===== src/rtl/n_bit_therm_min_max.sv =====
// Registered compare/exchange cell for thermometer-coded operands.
// Inputs are popcount-normalised so bubbled codes still yield canonical min/max.
module n_bit_therm_min_max #(
  parameter int WIDTH = 4
) (
  input  logic             clk,
  input  logic             rst,
  input  logic [WIDTH-1:0] a,
  input  logic [WIDTH-1:0] b,
  output logic [WIDTH-1:0] min,
  output logic [WIDTH-1:0] max
);

  localparam int CW = $clog2(WIDTH + 1);

  logic [CW-1:0]    w_cnt_a;
  logic [CW-1:0]    w_cnt_b;
  logic [WIDTH-1:0] w_na;
  logic [WIDTH-1:0] w_nb;
  logic [WIDTH-1:0] r_min;
  logic [WIDTH-1:0] r_max;

  // Ones-count of each operand; this is the value a bubbled code stands for.
  always_comb begin
    w_cnt_a = '0;
    w_cnt_b = '0;
    for (int i = 0; i < WIDTH; i++) begin
      w_cnt_a = w_cnt_a + CW'(a[i]);
      w_cnt_b = w_cnt_b + CW'(b[i]);
    end
  end

  // Rebuild canonical codes: bit i set iff i is below the count.
  always_comb begin
    w_na = '0;
    w_nb = '0;
    for (int i = 0; i < WIDTH; i++) begin
      w_na[i] = (CW'(i) < w_cnt_a);
      w_nb[i] = (CW'(i) < w_cnt_b);
    end
  end

  // On canonical codes AND selects the smaller count and OR the larger.
  always_ff @(posedge clk or negedge rst) begin
    if (!rst) begin
      r_min <= '0;
      r_max <= '0;
    end else begin
      r_min <= w_na & w_nb;
      r_max <= w_na | w_nb;
    end
  end

  assign min = r_min;
  assign max = r_max;

endmodule


===== config.mk =====
export PLATFORM = sky130hd
export DESIGN_NAME = n_bit_therm_min_max
export DESIGN_NICKNAME = d
export VERILOG_FILES = /design/src/rtl/n_bit_therm_min_max.sv
export SDC_FILE = /design/constraint.sdc
export NUM_CORES = 1
export LEC_CHECK = 0
export CAP_MARGIN = 5
export CORE_AREA = 2 2 39 41
export DETAILED_ROUTE_END_ITERATION = 8
export DIE_AREA = 0 0 41 43
export SLEW_MARGIN = 25
export SYNTH_ARGS = -nofsm -noshare
export SYNTH_HDL_FRONTEND = slang
export SYNTH_SLANG_ARGS = --single-unit

===== constraint.sdc =====
create_clock -name clk -period 0.8 [get_ports clk]
set_input_delay 0.08 -clock clk [delete_from_list [all_inputs] [get_ports clk]]
set_output_delay 0.08 -clock clk [all_outputs]
set_load 0.1 [all_outputs]

### Yosys cells after proc, flatten, opt, wreduce, memory -nomap -nowiden

Index checks and enable logic that the tools add are counted.
W data, S select, Z words.

| word-level totals | value |
|---|---|
| register bits | 8 |
| latch bits | 0 |
| bits in writable memories | 0 |
| bits in read-only memories | 0 |
| input port bits | 10 |
| word-level logic and storage cells | 18 |
| memories | 0 |

| operators by class | value |
|---|---|
| add/subtract/negate cells | 6 |
| $mul | 0 |
| div/mod/pow operators | 0 |
| $lt $le $gt $ge | 8 |
| equality and inequality tests | 0 |
| shift operators | 0 |
| mux-type cells | 0 |
| bitwise operators | 2 |
| reductions and logical operators | 0 |

Operator list:

| operator | count |
|---|---|
| $lt A1 B3 Y1 const A | 4 |
| $lt A2 B3 Y1 const A | 4 |
| $add A2 B1 Y3 | 2 |
| $add A3 B1 Y3 | 2 |
| $add A1 B1 Y2 | 2 |
| $and A4 B4 Y4 | 1 |
| $or A4 B4 Y4 | 1 |

### Logic depth before layout (Yosys ltp)

Gate-level depths: netlist of run 1.

| depth | value |
|---|---|
| depth in word-level cells | 5 |
| gate-level depth with buffers | 6 |

### Least setup slack after synthesis of run 1

No wires, ideal clock.

| path | value |
|---|---|
| path type | input port to flip-flop |
| start point | in a[0] |
| end point | reg r_min[2], in the netlist min[2] |
| setup time | 96 ps |
| arrival time | 1,315 ps |
| slack | -611 ps |
| cell stages on the path | 5 |
| path buffers | 0 |
| path through | fa_1 > ha_1 > ha_1 > nor2b_1 > nor4_2 |

| on the way | value |
|---|---|
| longest elaborated chain between the ends | 5 |

RTL lines:

| element | RTL line | RTL |
|---|---|---|
| from (decl) | 8 | `input logic [WIDTH-1:0] a,` |
| $add A1 B1 Y2 | 28 | `w_cnt_a = w_cnt_a + CW'(a[i]);` |
| $add A2 B1 Y3 | 28 |  |
| $add A3 B1 Y3 | 28 |  |
| $lt A2 B3 Y1 | 38 | `w_na[i] = (CW'(i) < w_cnt_a);` |
| $and A4 B4 Y4 | 49 | `r_min <= w_na & w_nb;` |
| to (signal assigned) | 49 |  |
| to (decl) | 20 | `logic [WIDTH-1:0] r_min;` |

Every way passes these cells.

### Worst setup path in the final report of run 1

| path | value |
|---|---|
| start point | in a[3] |
| end point | reg r_min[2], in the netlist min[2] |

| on the way | value |
|---|---|
| longest elaborated chain between the ends | 3 |

RTL lines:

| element | RTL line |
|---|---|
| $add A3 B1 Y3 | 28 |
| $lt A2 B3 Y1 | 38 |
| $and A4 B4 Y4 | 49 |

Every way passes these cells.

==> results.cfg, run 1 <==
[place]
gp_congestion = 0.710
port-buffer-count = 17
dp_hpwl_um = 674
place_ws_ns = -1.10

[worst_setup_path]
worst_path_most_repeated_cell = ha_4
data_required_time_of_the_worst_path_ns = 0.96
timing.critical_path.slowest_cell_delay_ns = 0.51
critical_path_class = in2reg
end_kind = flip-flop
worst-path-max-fanout = 2
crit_chain = buf_6 -> fa_1 -> ha_4 -> ha_4 -> nor2b_4 -> nor4_4
critical-path-slowest-cell = fa_1
worst-endpoint-arrival_ns = 1.44
worstSetupStartpointType = primary input

[synthesis]
netlist-cell-type-count = 12
yosys.area.top_type = dfrtp_1
synth_fp_nets = 52
synth_top_area_share_pct = 48.2
syn-cell-area_um2 = 415
netlist_instances = 33
synth_area_leaders = dfrtp_1, ha_1, fa_1, nor2b_1, inv_1
synthesis.yosys.warnings = 0
synth_seq_cells = 8
syn_area_per_cell_um2 = 12.6
synth-seq-area-share_pct = 48.2

[timing]
final-max-slew-violation-count = 0
layout_worst_path_cycle_share_pct = 161
final_period_minus_worst_setup_slack_ns = 1.29
rsz_0062_raised_after_global_routing = true
fin_ws_ns = -0.488
timing.fmax_mhz = 777
timing.slew.headroom_pct = 78.1
hold_viol_final = 0
fin_hold_ws_ns = 0.0900
max_slew.worst_pin.slew_ns = 0.328
finalSetupViolCount = 16
fin_setup_tns_ns = -3.83

[route]
vias_per_cell = 4.41
postRouteWirelength_um = 778
post-route-drc-count = 0
wire_per_inst_um = 10.5
dr_total_vias = 326
drtAntennaViolNets = 0
dr.first_iter.drc_count = 1
first_pass_iters = 2

[grt]
antenna_found_initial = 0
first_global_vias = 315
total_grt_usage_pct = 11.8
global_route.overflow_total = 0
grt_max_degree = 9
grt_pass1_wl_um = 1270

[cells_and_area]
final_net_count = 78
layout.area.seq_um2 = 209
layout-drive-gt1-share_pct = 77.6
multi_input_area_um2 = 333
synthToLayoutAreaGrowth_pct = 110
number_of_fill_cells = 103
antenna_cells_inserted = 0

[power]
power-per-cell-area_mw_per_mm2 = 2150
pnr_total_power_uw = 1880
ir_drop_mv = 0.791
power.static_leakage_uw = 0.000371

[outcome]
run_status = finished with violations
failed_checks = negative setup slack

[cts]
clkSlewWorstSetupHoldPaths_ns = 0.05
holdBufCountCts = 0
cts_tree = yes
cts-buffers-inserted = 3
cts_sinks = 8
clock_tree.htree_level_count = 1
cts-root-buf = clkbuf_4
max-clock-path-buffers = 2

[floorplanning]
row_count = 14
die_h_um = 43
pin_count = 18
initial_cell_density_of_the_core_pct = 30.0
core_area_mm2 = 0.00138
die_w_um = 41
die_area_mm2 = 0.00176

[run]
max_cap_viol_count = 0

[min_path]
worst_hold_path_type = in2async
cells by family (layout without fill, tap and decap cells):
logic type / count (synthesis) / in the layout / share of synthesized area (%)
DFF: 8 / 8 / 48.2
AOI/OAI and AO/OA: 1 / 1 / 1.51
adders and majority gates: 9 / 9 / 30.7
buffers and inverters: 4 / 29 / 3.61
and+or+nand+nor: 11 / 11 / 16.0
area by class of cell:
| class | instances | share of cell area [%] |
|---|---|---|
| flip-flops and latches | 8 | 24.0 |
| repair buffers | 21 | 30.6 |
| well taps | 16 | 2.30 |
| multi-input cells | 21 | 38.2 |
| inverters | 4 | 2.01 |
| clock buffers | 4 | 3.01 |
critical path, delay by kind of cell:
family | cells | cell delay, ns
adders and majority gates | 3 | 0.93
and+or+nand+nor | 2 | 0.33
buffers and inverters | 1 | 0.10
sequential cells by signal, indices dropped and copies added (netlist names):
register,cells
min,4
max,4
power by group:
part / switching, uW / internal, uW
combinational: 597 / 452
clock: 130 / 190
sequential: 40.9 / 465
total: 768 / 1110
layer usage:
layer | share of wire [%] | global-route usage, %
met1 | 28 | 9.09
met2 | 58 | 20.3
met3 | 8.9 | 1.57
met4 | 4.4 | 14.0
met5 | 0 | 0
stage by stage:
step / std cells / util (%) / area [um2]
after floorplan: 33 / - / 487
after global placement: 69 / 56.3 / 779
after detailed placement: 69 / 56.3 / 779
after CTS: 74 / 62.1 / 860
after global routing: 74 / 63.0 / 872
final: 74 / 63.0 / 872
layout by cell type, fill, tap and decap left out:
master,n
and2_4,1
and2b_1,1
buf_12,8
buf_2,4
buf_4,3
buf_6,3
clkbuf_1,1
clkbuf_4,3
clkdlybuf4s50_1,3
dfrtp_1,1
dfrtp_2,7
fa_1,2
ha_4,7
inv_1,2
inv_2,1
inv_4,1
nand2_1,2
nor2_1,1
nor2_2,1
nor2b_4,3
nor4_4,1
o22ai_2,1
or2_4,1
cells in the mapped netlist:
cell type  n
nor2b_1    3
nor2_1     2
or2_2      1
o22ai_1    1
and2_1     1
inv_1      4
fa_1       2
nand2_1    2
ha_1       7
dfrtp_1    8
nor4_2     1
and2b_1    1
path summary, 6_finish.rpt:
kind                       startpoint          endpoint  slack, ns  depth (start not counted)
max                              a[3]  min[2]$_DFF_PN0_      -0.49                          6
min                               rst  min[1]$_DFF_PN0_       0.09                          1
max in group asynchronous         rst  max[3]$_DFF_PN0_       0.44                          1
min in group clk                 b[0]  max[0]$_DFF_PN0_       0.39                          5
what timing repair did:
action,4_1_cts,5_1_grt
pin swaps,10,1
buffers inserted,1,0
endpoints found under the hold margin,0,0
gates resized for setup,37,2
setup endpoints to repair,16,16
Note: power is estimated with default switching activity, not from simulation.
==> inputs of run 2 (changes only) <==
--- a/config.mk
+++ b/config.mk
@@ -5,7 +5,6 @@
 export SDC_FILE = /design/constraint.sdc
 export NUM_CORES = 1
 export LEC_CHECK = 0
-export CAP_MARGIN = 5
 export CORE_AREA = 2 2 39 41
 export DETAILED_ROUTE_END_ITERATION = 8
 export DIE_AREA = 0 0 41 43
==> results of run 2 <==
No change in the layout: final DEF, timing and power equal those of run 1.
